==> config.mk <==
export PLATFORM = sky130hd
export DESIGN_NAME = bios_wdt_ctrl
export DESIGN_NICKNAME = d
export VERILOG_FILES = /design/src/rtl/bios_wdt_ctrl.sv
export SDC_FILE = /design/constraint.sdc
export NUM_CORES = 1
export LEC_CHECK = 0
export ABC_AREA = 1
export CAP_MARGIN = 20
export CORE_MARGIN = 4
export CORE_UTILIZATION = 58
export CTS_CLUSTER_SIZE = 20
export DETAILED_ROUTE_END_ITERATION = 12
export GPL_TIMING_DRIVEN = 0
export MAX_ROUTING_LAYER = met4
export PLACE_DENSITY = 0.8
export SYNTH_ARGS = -nofsm -noshare
export SYNTH_HDL_FRONTEND = slang
export SYNTH_SLANG_ARGS = --single-unit
==> constraint.sdc <==
create_clock -name CLK32768 -period 1.9 [get_ports CLK32768]
set_input_delay 0.38 -clock CLK32768 [delete_from_list [all_inputs] [get_ports CLK32768]]
set_output_delay 0.38 -clock CLK32768 [all_outputs]
set_load 0.05 [all_outputs]
==> src/rtl/bios_wdt_ctrl.sv <==
// BIOS watchdog controller: keyed command decode, seconds timer, held reset request and boot-bank flip.
// Define BIOS_WDT_AUTOARM_EN to arm out of reset and re-arm automatically after each reset hold.
module bios_wdt_ctrl #(
    parameter int TIMEOUT_S = 180,
    parameter int PRESCALE  = 32768,
    parameter int RST_HOLD  = 16
) (
    input  logic       CLK32768,
    input  logic       MainReset,
    input  logic [4:0] bCPUWrWdtRegSig,
    output logic       BiosWdtRstReq,
    output logic       BiosBankSel,
    output logic       BiosWdtExpired,
    output logic       BiosWdtRunning,
    output logic [7:0] WdtRemain,
    output logic [1:0] WdtState
);

    typedef enum logic [1:0] {
        RUN_DISARMED = 2'd0,
        RUN_RUN      = 2'd1,
        RUN_HOLD     = 2'd2
    } runState_t;

    typedef enum logic [1:0] {
        KEY_LOCKED = 2'd0,
        KEY_KEY1   = 2'd1,
        KEY_OPEN   = 2'd2
    } keyState_t;

    localparam logic [2:0]  EV_NONE   = 3'd0;
    localparam logic [2:0]  EV_55     = 3'd1;
    localparam logic [2:0]  EV_29     = 3'd2;
    localparam logic [2:0]  EV_FF     = 3'd3;
    localparam logic [2:0]  EV_AA     = 3'd4;
    localparam logic [2:0]  EV_OTHER  = 3'd5;

    localparam logic [7:0]  TIMEOUT_V = 8'(TIMEOUT_S);
    localparam logic [7:0]  HOLD_V    = 8'(RST_HOLD);
    localparam logic [14:0] PRE_MAX   = 15'(PRESCALE - 1);

    // Only the highest-priority write of a cycle is acted on: other > FF > 29 > AA > 55.
    function automatic logic [2:0] pickEvent(input logic [4:0] evt);
        logic [2:0] code;
        if (evt[4]) begin
            code = EV_OTHER;
        end else if (evt[2]) begin
            code = EV_FF;
        end else if (evt[1]) begin
            code = EV_29;
        end else if (evt[3]) begin
            code = EV_AA;
        end else if (evt[0]) begin
            code = EV_55;
        end else begin
            code = EV_NONE;
        end
        return code;
    endfunction

    logic [4:0]  prevSig_r;
    keyState_t   keyState_r, keyNext_s;
    runState_t   runState_r, runNext_s;
    logic [14:0] preCnt_r, preNext_s;
    logic [7:0]  remain_r, remainNext_s;
    logic [7:0]  holdCnt_r, holdNext_s;
    logic        expired_r, expiredNext_s;
    logic        bankSel_r, bankNext_s;
    logic        rstReq_r, rstReqNext_s;
    logic        running_r, runningNext_s;
    logic [4:0]  evt_s;
    logic [2:0]  evCode_s;
    logic        armCmd_s, disarmCmd_s, preWrap_s;

    assign evt_s     = bCPUWrWdtRegSig ^ prevSig_r;
    assign evCode_s  = pickEvent(evt_s);
    assign preWrap_s = (preCnt_r == PRE_MAX);

    // State and datapath registers; reset request drops asynchronously with MainReset
    always_ff @(posedge CLK32768 or posedge MainReset) begin
        if (MainReset) begin
            prevSig_r  <= 5'd0;
            keyState_r <= KEY_LOCKED;
            preCnt_r   <= 15'd0;
            holdCnt_r  <= 8'd0;
            expired_r  <= 1'b0;
            bankSel_r  <= 1'b0;
            rstReq_r   <= 1'b0;
`ifdef BIOS_WDT_AUTOARM_EN
            runState_r <= RUN_RUN;
            remain_r   <= TIMEOUT_V;
            running_r  <= 1'b1;
`else
            runState_r <= RUN_DISARMED;
            remain_r   <= 8'd0;
            running_r  <= 1'b0;
`endif
        end else begin
            prevSig_r  <= bCPUWrWdtRegSig;
            keyState_r <= keyNext_s;
            runState_r <= runNext_s;
            preCnt_r   <= preNext_s;
            remain_r   <= remainNext_s;
            holdCnt_r  <= holdNext_s;
            expired_r  <= expiredNext_s;
            bankSel_r  <= bankNext_s;
            rstReq_r   <= rstReqNext_s;
            running_r  <= runningNext_s;
        end
    end

    // Key sequence next state: 55, AA, then 29 or FF
    always_comb begin
        keyNext_s = keyState_r;
        case (keyState_r)
            KEY_LOCKED: begin
                if (evCode_s == EV_55) keyNext_s = KEY_KEY1;
                else                   keyNext_s = KEY_LOCKED;
            end
            KEY_KEY1: begin
                if (evCode_s == EV_AA)                               keyNext_s = KEY_OPEN;
                else if ((evCode_s == EV_55) || (evCode_s == EV_NONE)) keyNext_s = KEY_KEY1;
                else                                                 keyNext_s = KEY_LOCKED;
            end
            KEY_OPEN: begin
                if (evCode_s == EV_NONE) keyNext_s = KEY_OPEN;
                else                     keyNext_s = KEY_LOCKED;
            end
            default: keyNext_s = KEY_LOCKED;
        endcase
    end

    // Commands decoded from the completed key sequence
    always_comb begin
        armCmd_s    = 1'b0;
        disarmCmd_s = 1'b0;
        if (keyState_r == KEY_OPEN) begin
            armCmd_s    = (evCode_s == EV_29);
            disarmCmd_s = (evCode_s == EV_FF);
        end else begin
            armCmd_s    = 1'b0;
            disarmCmd_s = 1'b0;
        end
    end

    // Run FSM next state and timer datapath; commands take precedence over the expiry wrap
    always_comb begin
        runNext_s     = runState_r;
        remainNext_s  = remain_r;
        holdNext_s    = holdCnt_r;
        expiredNext_s = expired_r;
        bankNext_s    = bankSel_r;
        preNext_s     = preWrap_s ? 15'd0 : (preCnt_r + 15'd1);
        case (runState_r)
            RUN_DISARMED: begin
                if (armCmd_s) begin
                    runNext_s    = RUN_RUN;
                    remainNext_s = TIMEOUT_V;
                    preNext_s    = 15'd0;
                end else if (disarmCmd_s) begin
                    expiredNext_s = 1'b0;
                end else begin
                    remainNext_s = 8'd0;
                end
            end
            RUN_RUN: begin
                if (armCmd_s) begin
                    remainNext_s = TIMEOUT_V;
                    preNext_s    = 15'd0;
                end else if (disarmCmd_s) begin
                    runNext_s     = RUN_DISARMED;
                    remainNext_s  = 8'd0;
                    expiredNext_s = 1'b0;
                end else if (preWrap_s) begin
                    if (remain_r > 8'd1) begin
                        remainNext_s = remain_r - 8'd1;
                    end else begin
                        runNext_s     = RUN_HOLD;
                        remainNext_s  = 8'd0;
                        expiredNext_s = 1'b1;
                        bankNext_s    = ~bankSel_r;
                        holdNext_s    = HOLD_V;
                    end
                end else begin
                    remainNext_s = remain_r;
                end
            end
            RUN_HOLD: begin
                if (holdCnt_r <= 8'd1) begin
                    holdNext_s = 8'd0;
`ifdef BIOS_WDT_AUTOARM_EN
                    runNext_s    = RUN_RUN;
                    remainNext_s = TIMEOUT_V;
                    preNext_s    = 15'd0;
`else
                    runNext_s    = RUN_DISARMED;
`endif
                end else begin
                    holdNext_s = holdCnt_r - 8'd1;
                end
            end
            default: begin
                runNext_s    = RUN_DISARMED;
                remainNext_s = 8'd0;
                holdNext_s   = 8'd0;
            end
        endcase
    end

    // Output decode from the next run state so registered outputs align with WdtState
    always_comb begin
        rstReqNext_s  = 1'b0;
        runningNext_s = 1'b0;
        case (runNext_s)
            RUN_RUN:  runningNext_s = 1'b1;
            RUN_HOLD: rstReqNext_s  = 1'b1;
            default: begin
                rstReqNext_s  = 1'b0;
                runningNext_s = 1'b0;
            end
        endcase
    end

    assign BiosWdtRstReq  = rstReq_r;
    assign BiosBankSel    = bankSel_r;
    assign BiosWdtExpired = expired_r;
    assign BiosWdtRunning = running_r;
    assign WdtRemain      = remain_r;
    assign WdtState       = runState_r;

endmodule

# Yosys cells after proc, flatten, opt, wreduce, memory -nomap -nowiden
# Cells that the tools add are included.
# word_totals
input_bits	7
regBits	44
elab_cells	97
output_inout_bits	14
# op_classes
magnitude_cmp	2
n_mux	44
reduce_logical	10
eq_ne	21
bitwise	7
add_sub_neg	3
# op_table
cell	n
two-way mux 8 bit	11
one-hot mux 8 bit (3 select lines)	2
two-way mux 15 bit	3
two-way mux 2 bit	8
subtractor 8 x 1 -> 8 bit (second input constant)	2
adder 15 x 1 -> 15 bit (second input constant)	1
== test 15 bit (second input constant)	1
two-way mux 1 bit	13
two-way mux 3 bit	4
inequality test 2 bit (second input constant)	6
one-hot mux 2 bit (3 select lines)	2
AND reduction 5 bit	2
inequality test 3 bit (second input constant)	3
greater-than comparator 8 x 1 -> 1 bit (second input constant)	1
less-or-equal comparator 8 x 1 -> 1 bit (second input constant)	1
== test 2 x 1 -> 1 bit (second input constant)	3
== test 2 bit (second input constant)	3
== test 3 x 2 -> 1 bit (second input constant)	2
inverter 1 bit	6
AND reduction 6 bit	1
bitwise XOR 5 bit	1
zero test 2 bit	2
inequality test 4 bit (second input constant)	1
== test 3 x 1 -> 1 bit (second input constant)	1
other kinds (7)	7

# Depth between registers and ports, before layout
# depth
depth_word	13
mapped_depth	14
mapped_depth_nobuf	14

# Least setup slack after synthesis
# OpenSTA, ideal clock, no wires.
# synth_timing
path_kind	register to register
startpoint	reg runState_r[1], in the netlist WdtState[1]
endpoint	reg preCnt_r[11]
n_path_buf	2
arrival_time_ns	1.916
period_less_slack_ns	1.987
t_required_ns	1.829
setup_time_ns	0.071
stages_incl_launch_ff	10
path_slack_ns	-0.087
cell_sequence	dfrtp_1 > inv_1 > ha_1 > clkbuf_1 > nor2_1 > clkinv_1 > nand2_1 > nand2_2 > buf_4 > nor2_1
# synth_between
elab_chain_cells	3
word_cells_on_any_way	4
cone_classes	eq/ne (1); mux (1); reduce/logical (2)
# synth_rtl
element	line_no	source
from (decl)	63	runState_t runState_r, runNext_s;
from (signal assigned)	101	runState_r <= runNext_s;
== test 2 x 1 -> 1 bit / zero test 2 bit (equally long branches)	154	case (runState_r)
OR reduction 2 bit (no line) *	-	
two-way mux 15 bit *	-	
via preNext_s[11]	64	logic [14:0] preCnt_r, preNext_s;
to (signal assigned)	102	preCnt_r <= preNext_s;
to (decl)	64	
# Mark *: on every way through the listed nets, which the timed path passes. The rest lies on a longest branch.
# A chain may end at the register's enable or synchronous reset.

# Worst setup path after layout
# layout_timing
startpoint	reg bankSel_r, in the netlist BiosBankSel
endpoint	out BiosBankSel
# layout_rtl
element	line_no	source
from (decl)	68	logic bankSel_r, bankNext_s;
from (signal assigned)	106	bankSel_r <= bankNext_s;
to (decl)	12	output logic BiosBankSel,
# No word-level cell between the ends.

==> impl_metrics.env <==
export IMPL_status="finished clean"
export IMPL_p_comb_frac=0.288
export IMPL_min_period_ps=1860
export IMPL_yosysSeqAreaShare=0.423
export IMPL_cts_tree="done"
export IMPL_hold_violations=0
export IMPL_fp_row_count=24
export IMPL_p_total_uw=2360
export IMPL_grt_antenna_before_repair=0
export IMPL_postLayoutCellArea_um2=3160
export IMPL_area_delta_synth_final_pct=21.2
export IMPL_end_kind="output port"
export IMPL_grt_pass1_wl_um=8710
export IMPL_setup_tns_ps=0
export IMPL_initial_core_util=0.598
export IMPL_period_share=0.980
export IMPL_maxCapViolations=0
export IMPL_core_um2=4350
export IMPL_nNetsFinal=395
export IMPL_final_util=0.725
export IMPL_synth_async_reset_ratio=1.00
export IMPL_pin_count=21
export IMPL_seq_power_share=0.475
export IMPL_synth_edff_count=0
export IMPL_crit_buf_inv=1
export IMPL_synth_seq_cells=44
export IMPL_htreeDepth=2
export IMPL_grt_max_degree=31
export IMPL_critPathMaxFanout=2
export IMPL_critPathLaunch="BiosBankSel"
export IMPL_synthCells=341
export IMPL_slowest_stage="clkdlybuf4s50_1"
export IMPL_powerDensity_nw_per_um2=747
export IMPL_worst_slack_ps=38.8
export IMPL_pre_cts_ws_ps=-303
export IMPL_p_leak_uw=0.00173
export IMPL_required_ps=1520
export IMPL_p_clk_frac=0.237
export IMPL_avgViaCountPerCell=5.15
export IMPL_cts_made_buffers=5
export IMPL_drc=0
export IMPL_wl_per_cell_um=12.3
export IMPL_antenna_left=0
export IMPL_drtIter0Drc=110
export IMPL_path_delay_family="buffers and inverters"
export IMPL_gr_usage_all_layers=0.203
export IMPL_min_delay_start="bCPUWrWdtRegSig[4]"
export IMPL_synth_top_area_cell="dfrtp_1"
export IMPL_avgSynthCellArea_um2=7.64
export IMPL_synth_fp_nets=357
export IMPL_switching_power_uw=796
export IMPL_cts_buffer_depth=2
export IMPL_yosysUniqueCellTypes=31
export IMPL_diodes=0
export IMPL_ir_drop_v=0.000462
export IMPL_drive_gt1_frac=0.166
export IMPL_cts_hold_buffers_added=0
export IMPL_dieArea_um2=5630
export IMPL_globalRouteOverflowTotal=0
export IMPL_r2r_start="preCnt_r[0]"
export IMPL_startpoint_type="flip-flop"
export IMPL_max_stage_delay_ps=820
export IMPL_synthDominantCellAreaShare=0.423
export IMPL_die_y_um=75.0
export IMPL_io_buffer_count=20
export IMPL_setup_viol=0
export IMPL_clock_skew_ps=9.37
export IMPL_sw_frac_of_total=0.338
export IMPL_hold_path_class="input port to flip-flop"
export IMPL_dpl_cell_area_um2=2890
export IMPL_syn_area_um2=2600
export IMPL_wl_um=5300
export IMPL_vias=2218
export IMPL_hpwl_um=3700
export IMPL_fmax_ghz=0.537
export IMPL_arrival_ps=1480
export IMPL_worst_pin_slew_ps=507
export IMPL_ys_top_cells_by_count="nand2_1, inv_1, dfrtp_1"
export IMPL_synth_ff_type="dfrtp_1"
export IMPL_clk_pin_slew_ps=70
export IMPL_die_x_um=75.0
export IMPL_relSlewSlack=0.661
export IMPL_cts_root_buf="clkbuf_8"
export IMPL_grt_pass1_vias=2059
export IMPL_clkLatencyLatePin_ps=300
export IMPL_reg2reg_slack_ps=100
export IMPL_intPower_uw=1560
export IMPL_critPathKind="flip-flop to output port"
export IMPL_numClockSinks=44
export IMPL_gp_congestion=0.857
export IMPL_crit_path_cell_trace="clkdlybuf4s50_1"
export IMPL_yosysMostFrequentCell="nand2_1"
export IMPL_drt_pass1_iter_count=4
export IMPL_synth_area_leaders="dfrtp_1, nand2_1, inv_1, nor2_1, nand3_1"
export IMPL_ys_warn_count=0
export IMPL_final_max_slew_viol_count=0
-- worst paths after layout --
check	to	cells after the start
worst max-delay path	BiosBankSel	1
worst min-delay path	prevSig_r[4]	1
worst max register to register	holdCnt_r[5]	12
worst min register to register	preCnt_r[0]	1
max in group asynchronous	BiosWdtExpired	3
min in group asynchronous	prevSig_r[4]	2
-- cells by family (layout without fill, tap and decap cells) --
group,count (synthesis),count (layout),synth area share
AOI/OAI and AO/OA,34,34,0.0740
xor gates and xnor gates,18,18,0.0605
adders and majority gates,9,9,0.0432
buffers and inverters,60,98,0.0937
DFF,44,44,0.423
and+or+nand+nor,176,176,0.306
-- sequential cells by signal, indices dropped and copies added, names as in the netlist --
name and count:
BiosBankSel 1, BiosWdtExpired 1, BiosWdtRstReq 1, BiosWdtRunning 1, WdtRemain 8, WdtState 2
holdCnt_r 8, keyState_r 2, preCnt_r 15, prevSig_r 5
-- placed cells by master, fill, tap and decap left out, types with 7 or more instances in the layout --
cell type,netlist,final
o21ai_0,14,14
nand2_2,8,8
xnor2_1,7,7
nor2_1,40,39
nor3_1,9,9
dfrtp_1,44,41
buf_4,1,12
dlymetal6s2s_1,0,7
clkdlybuf4s50_1,0,8
xor2_1,11,11
nand3_1,27,23
nand2_1,76,75
inv_1,53,50
-- power groups by stage --
stage	clock, uW	combinational [uW]	sequential [uW]
2_1_floorplan	0	450	1150
3_3_place_gp	0	573	1130
3_5_place_dp	0	597	1140
4_1_cts	578	601	1120
5_1_grt	610	757	1140
6_report	558	680	1120
-- area by class of cell --
class	count	area [um^2]
Fill cell	325	1200
Timing Repair Buffer	32	314
Inverter	56	211
Multi-Input combinational cell	237	1350
Clock buffer	6	72.6
Tap cell	52	65.1
Sequential cell	44	1100
Clock inverter	1	5.00
Buffer	3	33.8
-- per-layer routing --
layer	wire, um	share of wire	up-vias	track usage
met5	0	0	-	-
met4	64	0.012	0	0.0534
met3	198	0.037	8	0.0374
met2	2610	0.49	35	0.335
met1	2430	0.46	1037	0.258
li1	-	-	1138	-
-- per-stage QoR --
stage | hold WS [ps] | cells
2_1_floorplan | 411 | 341
3_3_place_gp | 448 | 413
3_5_place_dp | 453 | 414
4_1_cts | 361 | 420
5_1_grt | 270 | 431
6_report | 270 | 431
-- what timing repair did --
action | 4_1_cts | 5_1_grt
pin swaps | 0 | 15
resized for setup | 8 | 26
setup buffers | 0 | 11
setup endpoints to repair | 29 | 33
gates cloned | 0 | 0
Power figures use the tool's default switching activity.
